==> src/rtl/rr_grant_enc.sv <==
// Round-robin arbiter: picks one active requester starting at ptr and presents it as a
// registered binary index with a valid/ack handshake; the search start advances past each acked winner.
module rr_grant_enc #(
    parameter  int   REQ = 8,
    parameter  logic ACT = 1'b1,
    localparam int   OUT = $clog2(REQ)
) (
    input  logic           clk,
    input  logic           reset,
    input  logic [REQ-1:0] req,
    input  logic           ack,
    output logic           valid,
    output logic [OUT-1:0] grant_idx,
    output logic [OUT-1:0] ptr
);

    typedef enum logic {
        IDLE  = 1'b0,
        GRANT = 1'b1
    } state_e;

    state_e         state_q, state_d;
    logic           valid_q, valid_d;
    logic [OUT-1:0] grant_idx_q, grant_idx_d;
    logic [OUT-1:0] ptr_q, ptr_d;

    logic [REQ-1:0] req_act_s;
    logic [OUT-1:0] ptr_next_s;
    logic [OUT:0]   pick_idle_s;
    logic [OUT:0]   pick_ack_s;

    // Returns {found, index} of the first active bit in cyclic order start..REQ-1, 0..start-1.
    // The wrap is at REQ, so indices >= REQ are never produced.
    function automatic logic [OUT:0] rr_pick(input logic [REQ-1:0] act, input logic [OUT-1:0] start);
        logic           found;
        logic [OUT-1:0] idx;
        int             pos;
        found = 1'b0;
        idx   = '0;
        for (int k = 0; k < REQ; k++) begin
            pos = int'(start) + k;
            if (pos >= REQ) begin
                pos = pos - REQ;
            end else begin
                pos = pos;
            end
            if (!found && act[pos]) begin
                found = 1'b1;
                idx   = OUT'(pos);
            end else begin
                found = found;
            end
        end
        return {found, idx};
    endfunction

    // Normalise request polarity and compute both candidate selections.
    always_comb begin
        if (ACT == 1'b1) begin
            req_act_s = req;
        end else begin
            req_act_s = ~req;
        end
        if (grant_idx_q == OUT'(REQ - 1)) begin
            ptr_next_s = '0;
        end else begin
            ptr_next_s = grant_idx_q + OUT'(1);
        end
        pick_idle_s = rr_pick(req_act_s, ptr_q);
        pick_ack_s  = rr_pick(req_act_s, ptr_next_s);
    end

    // Next-state logic for the IDLE/GRANT handshake.
    always_comb begin
        state_d     = state_q;
        valid_d     = valid_q;
        grant_idx_d = grant_idx_q;
        ptr_d       = ptr_q;
        case (state_q)
            IDLE: begin
                if (pick_idle_s[OUT]) begin
                    state_d     = GRANT;
                    valid_d     = 1'b1;
                    grant_idx_d = pick_idle_s[OUT-1:0];
                end else begin
                    state_d = IDLE;
                    valid_d = 1'b0;
                end
            end
            GRANT: begin
                // Held grant is never withdrawn; only an ack moves it.
                if (ack) begin
                    ptr_d = ptr_next_s;
                    if (pick_ack_s[OUT]) begin
                        state_d     = GRANT;
                        valid_d     = 1'b1;
                        grant_idx_d = pick_ack_s[OUT-1:0];
                    end else begin
                        state_d = IDLE;
                        valid_d = 1'b0;
                    end
                end else begin
                    state_d = GRANT;
                    valid_d = 1'b1;
                end
            end
            default: begin
                state_d = IDLE;
                valid_d = 1'b0;
            end
        endcase
    end

    // State and output registers; reset drops any in-flight grant.
    always_ff @(posedge clk) begin
        if (reset) begin
            state_q     <= IDLE;
            valid_q     <= 1'b0;
            grant_idx_q <= '0;
            ptr_q       <= '0;
        end else begin
            state_q     <= state_d;
            valid_q     <= valid_d;
            grant_idx_q <= grant_idx_d;
            ptr_q       <= ptr_d;
        end
    end

    assign valid     = valid_q;
    assign grant_idx = grant_idx_q;
    assign ptr       = ptr_q;

endmodule

==> config.mk <==
export PLATFORM = sky130hd
export DESIGN_NAME = rr_grant_enc
export DESIGN_NICKNAME = d
export VERILOG_FILES = /design/src/rtl/rr_grant_enc.sv
export SDC_FILE = /design/constraint.sdc
export NUM_CORES = 1
export LEC_CHECK = 0
export BUFFER_PORTS_ARGS = -buffer_cell sky130_fd_sc_hd__buf_2
export CAP_MARGIN = 30
export CORE_MARGIN = 5
export CORE_UTILIZATION = 44
export CTS_BUF_LIST = sky130_fd_sc_hd__clkbuf_4
export CTS_CLUSTER_DIAMETER = 100
export DETAILED_ROUTE_END_ITERATION = 6
export GPL_TIMING_DRIVEN = 0
export PLACE_DENSITY = 0.67
export SLEW_MARGIN = 5
export SYNTH_ARGS = -nofsm -noshare
export SYNTH_HDL_FRONTEND = slang
export SYNTH_SLANG_ARGS = --single-unit
==> constraint.sdc <==
create_clock -name clk -period 4.7 [get_ports clk]
set_clock_uncertainty 0.2 [all_clocks]
set_input_delay 0.705 -clock clk [delete_from_list [all_inputs] [get_ports clk]]
set_output_delay 0.705 -clock clk [all_outputs]
set_load 0.05 [all_outputs]
==> results of run 1 <==
==> state kept, by name (all words and copies together) (netlist names) <==
signal / count
valid: 1
ptr: 3
grant_idx: 3
==> stage by stage <==
stage	total power, W	worst slack (ns)
detailed placement	0.00108	0.438
CTS	0.00114	0.421
global route	0.00125	0.178
floorplan	0.000862	0.693
finish	0.00116	0.357
global placement	0.00107	0.443
==> cell type report <==
| class | instances | area, µm² | area share |
|---|---|---|---|
| plain buffers | 25 | 148 | 0.0599 |
| flip-flops and latches | 7 | 140 | 0.0569 |
| clock buffers | 4 | 30.0 | 0.0122 |
| well taps | 70 | 87.6 | 0.0355 |
| inverters | 11 | 41.3 | 0.0168 |
| repair buffers | 17 | 85.1 | 0.0345 |
| multi-input cells | 247 | 1930 | 0.784 |
==> layer usage <==
metal  vias up  GRT usage  wire length, µm
met1      1192      0.270             2970
met5         -          0                0
li1       1175          -                -
met2       110      0.387             3520
met4         0     0.0664              164
met3        17    0.00987              332
==> logic make-up (layout without fill, tap and decap cells) <==
family	Yosys count	after routing	share of synthesized area
buffers and inverters	36	57	0.0835
adders and majority gates	5	5	0.0277
DFF	7	7	0.0619
and+or+nand+nor	97	97	0.213
muxes	44	44	0.280
AOI/OAI and AO/OA	95	95	0.310
xor gates and xnor gates	6	6	0.0232
==> cells in the mapped netlist, drive strengths merged (5+ instances only) <==
| cell | instances |
|---|---|
| a21oi | 19 |
| dfxtp | 7 |
| buf | 13 |
| o21ai | 17 |
| nor3 | 12 |
| mux4 | 14 |
| nand2 | 26 |
| clkbuf | 12 |
| mux2i | 19 |
| nand3 | 5 |
| inv | 10 |
| nor2 | 25 |
| o211ai | 6 |
| ha | 5 |
| o31ai | 5 |
| mux2 | 11 |
| a211oi | 7 |
| xor2 | 5 |
==> path summary, 6_finish.rpt <==
kind | to | slack, ns | depth (start not counted)
min | grant_idx[1] | 0.36 | 2
min reg2reg | grant_idx[1] | 0.36 | 2
max reg2reg | grant_idx[2] | 0.36 | 12
max | grant_idx[2] | 0.36 | 12
==> critical path: stages (launching register included) <==
cell	delay (ns)
dfxtp_1	0.47
buf_1	0.47
inv_1	0.23
ha_1	0.36
buf_6	0.13
mux2_2	0.36
and3_1	0.19
or4_4	0.56
a21oi_4	0.25
a41oi_2	0.21
or2_1	0.32
o2111a_1	0.17
a2111oi_2	0.31
==> report_power, final <==
part	switching (W)	leakage, nW	internal (W)
logic	0.000636	0.819	0.000381
registers	0.0000160	0.0577	0.0000691
clock network	0.0000247	0.0184	0.0000383
total	0.000676	0.895	0.000488
==> run summary, run 1 <==
Fillcell total = 514
ANT cells = 0
DR vias = 2,494
CP Data Arrival Time = 4.30 ns
Final Hold Fails = 0
Max Clk Rate = 230 MHz
Tmin final = 4.34 ns
Finished Cell Area = 2460 µm²
Area of the die = 6670 µm²
Worst hold-check path type = flop to flop
Synth area leaders = mux4_2, mux2i_1, dfxtp_1
# setup viols final = 0
Initial DRC Count = 200
Initial antenna violation count = 0
Worst setup EP type = flop
Yosys reg bits = 7
Final Net Count = 328
Post-DR vias/cell = 6.55
Post-Synthesis Cell Area = 2260 µm²
Power density over the cells = 473 nW/µm²
Drt pass-1 iters = 5
Routed length per instance = 18.3 µm
Syn nets = 306
Worst-Skew Late Latency = 0.25 ns
Clock tree buffer depth = 2
Detail Route Antenna Nets = 0
Placed insts = 377
Placed cell areas = 2430 µm²
Hold slack = 0.362 ns
Most frequent cells in the layout = nand2_1, nor2_1, buf_2
Hold wc startpoint = grant_idx[1]
Util after Layout = 0.489
Final non-filler cell total = 381
Yosys cell types = 65
Die width = 81.7 µm
Post-route DRC = 0
IO Port Bufs = 17
Leakage = 0.895 nW
Post-CTS setup buffers = 0
Clock transition at the registers of the reported paths = 0.06 ns
CTS Sinks = 7
Number of synthesized flops with an enable pin = 0
Warnings from Yosys = 0
DIE HEIGHT = 81.7 µm
WP data required = 4.66 ns
Synth-to-layout area growth = 8.96%
H-tree lvl count = 1
Peak supply drop = 0.313 mV
Crit path kind = flop to flop
Reg2reg start = ptr[1]
Io pins = 18
Critical path peak fanout = 10
GP Congestion = 0.898
Ratio of cells with drive above 1 in the final layout = 0.212
Outcome = completed
Fin Setup TNS = 0 ns
Cts hold-fix bufs = 0
Initial Utilization = 0.449
Dpl hpwl = 5390 µm
Post-CTS Resized = 0
Post-synth ARST share = 0
Gate Count Post-Synth = 290
Slew @ Worst Pin = 0.872 ns
Worst Setup Start Kind = flop
Total core area = 5040 µm²
Syn avg cell area = 7.80 µm²
Post-route clock period utilization = 0.924
Final WL = 6990 µm
MaxCap Viol Count = 0
Area leader, netlist = mux4_2
Total track usage = 0.213
Most common cell after layout, fill and taps aside = nand2_1
Pins Over Slew Limit = 0
CTS tree = done
Row count = 26
Slew HR = 0.417
RSZ-0062 raised after global routing = false
Sequential share of the synthesized area = 0.0619
TritonCTS buffer count = 3
Largest net degree at the start of global routing = 11
First-pass GRT wire length = 11,300 µm
CTS root buf = clkbuf_4
Yosys top cell area share = 0.139
Number of global-route vias before repair = 2,333
Ys flop type = dfxtp_1
Grt ovf = 0
Crit path from = ptr[1]
No activity file was read; power rests on OpenSTA's default activity.
==> run 2: changes to the inputs <==
--- a/config.mk
+++ b/config.mk
@@ -7,13 +7,15 @@
 export LEC_CHECK = 0
 export BUFFER_PORTS_ARGS = -buffer_cell sky130_fd_sc_hd__buf_2
 export CAP_MARGIN = 30
-export CORE_MARGIN = 5
+export CORE_ASPECT_RATIO = 1.4
+export CORE_MARGIN = 3
 export CORE_UTILIZATION = 44
 export CTS_BUF_LIST = sky130_fd_sc_hd__clkbuf_4
 export CTS_CLUSTER_DIAMETER = 100
 export DETAILED_ROUTE_END_ITERATION = 6
 export GPL_TIMING_DRIVEN = 0
 export PLACE_DENSITY = 0.67
+export RECOVER_POWER = 25
 export SLEW_MARGIN = 5
 export SYNTH_ARGS = -nofsm -noshare
 export SYNTH_HDL_FRONTEND = slang
==> run 2 against run 1 <==
  * Register-to-register slack got worse by 0.02 ns
  * Highest routed layer unchanged
  * Maximum frequency decreased by 0.54%
  * Sequential share of layout area about the same
  * Count of clock-buffer cells in the layout unchanged
  * Critical path depth increased by 1
  * Hold slack improved by 0.029 ns
==> run summary, run 2 (synthesis gave the netlist of run 1 again) <==
Outcome = completed
CP Data Arrival Time = 4.30 ns
Power density over the cells = 471 nW/µm²
Row count = 30
Final WL = 6870 µm
Die width = 66.6 µm
Final Net Count = 328
Crit-path max cell delay = 0.95 ns
Most frequent cells in the layout = nand2_1, nor2_1, buf_2, mux2i_1, a21oi_1
Grt ovf = 0
Io pins = 18
RSZ-0062 raised after global routing = false
Critical path peak fanout = 10
Total track usage = 0.235
GP Congestion = 0.956
Slew @ Worst Pin = 1.05 ns
Clock transition at the registers of the reported paths = 0.05 ns
ANT cells = 0
Post-CTS Resized = 0
CTS root buf = clkbuf_4
Slew HR = 0.281
DIE HEIGHT = 90.8 µm
Hold slack = 0.391 ns
Clock tree buffer depth = 2
Number of global-route vias before repair = 2,338
Max Clk Rate = 229 MHz
Most common cell after layout, fill and taps aside = nand2_1
Hold depth = 2
TritonCTS buffer count = 3
Dpl hpwl = 5420 µm
Post-DR vias/cell = 6.56
Drt pass-1 iters = 5
Hold wc startpoint = grant_idx[1]
Post-CTS setup buffers = 0
Final Hold Fails = 0
Post-route clock period utilization = 0.929
IO Port Bufs = 17
Hold endpoint = grant_idx[1]
Post-route DRC = 0
Synth-to-layout area growth = 8.52%
Cts hold-fix bufs = 0
MaxCap Viol Count = 0
Total core area = 4920 µm²
Initial Utilization = 0.460
Crit path kind = flop to flop
Worst hold-check path type = flop to flop
Worst-case reg-to-reg path depth = 13
Area of the die = 6050 µm²
Placed insts = 371
Final non-filler cell total = 375
Largest net degree at the start of global routing = 11
Register area = 140 µm²
Detail Route Antenna Nets = 0
CTS tree = done
Util after Layout = 0.499
Routed length per instance = 18.3 µm
WP data required = 4.64 ns
R2R Path End = grant_idx[2]
Worst setup EP type = flop
Peak supply drop = 0.263 mV
Critical path's slowest cell = a2111oi_0
H-tree lvl count = 1
Crit-path cells = ha_1, ha_1, and2b_1, buf_2, clkinv_1, ha_1, xor2_1, a2111oi_0, a21oi_1, nand3_1, a2bb2oi_1, a21oi_1, a2111oi_2
DR vias = 2,460
# setup viols final = 0
Fillcell total = 503
Multi-input gate area = 1930 µm²
Pins Over Slew Limit = 0
Leakage = 0.886 nW
Worst Setup Start Kind = flop
Tmin final = 4.37 ns
Initial DRC Count = 220
Worst-Skew Late Latency = 0.24 ns
Initial antenna violation count = 0
Worst R2R Setup Slack = 0.33 ns
Ratio of cells with drive above 1 in the final layout = 0.206
First-pass GRT wire length = 11,500 µm
Most frequent CP cell = ha_1
CTS Sinks = 7
Reg2reg start = grant_idx[0]
Fin Setup TNS = 0 ns
## run 2: changes by cell type in the layout (fill, tap and decap cells not counted)
cell and change:
buf_2 -2, clkbuf_1 +2
## run 2: metal layers
layer	share of wire	track usage	wire [µm]
met5	0	0	0
met2	0.51	0.397	3510
met1	0.40	0.295	2760
met4	0.049	0.110	334
met3	0.039	0.0137	266
## run 2: area by class of cell
| class | instances | area share |
|---|---|---|
| multi-input combinational | 247 | 0.787 |
| clock buffer | 4 | 0.0122 |
| buffer | 25 | 0.0601 |
| inverter | 11 | 0.0168 |
| tap | 64 | 0.0326 |
| sequential | 7 | 0.0571 |
| timing repair buffer | 17 | 0.0336 |
## run 2: worst max-delay path by stage
stage | from | end | slack, ns | cells after the start
after floorplan | ptr[1] | grant_idx[2] | 0.69 | 12
after global placement | ptr[1] | grant_idx[2] | 0.49 | 12
after detailed placement | grant_idx[0] | grant_idx[2] | 0.47 | 13
after CTS | grant_idx[0] | grant_idx[2] | 0.46 | 13
after global routing | grant_idx[0] | grant_idx[2] | 0.07 | 13
final | grant_idx[0] | grant_idx[2] | 0.33 | 13
## run 2: worst max-delay path, delay by kind of cell, from the launching register on
family / cells / cell delay, ns
AOI/OAI and AO/OA: 5 / 1.83
xor gates and xnor gates: 1 / 0.19
adders and majority gates: 3 / 0.74
buffers and inverters: 2 / 0.46
DFF: 1 / 0.38
and+or+nand+nor: 2 / 0.46
## run 2: where the power goes
group | internal [W] | switching (W)
clock network | 0.0000380 | 0.0000202
logic | 0.000381 | 0.000630
registers | 0.0000692 | 0.0000184
## run 2: per-stage QoR
stage	cell area, µm²	total power [W]	setup slack, ns
2_1_floorplan	2260	0.000862	0.693
3_3_place_gp	2430	0.00107	0.486
3_5_place_dp	2430	0.00108	0.473
4_1_cts	2460	0.00114	0.461
5_1_grt	2450	0.00126	0.0701
6_report	2450	0.00116	0.334
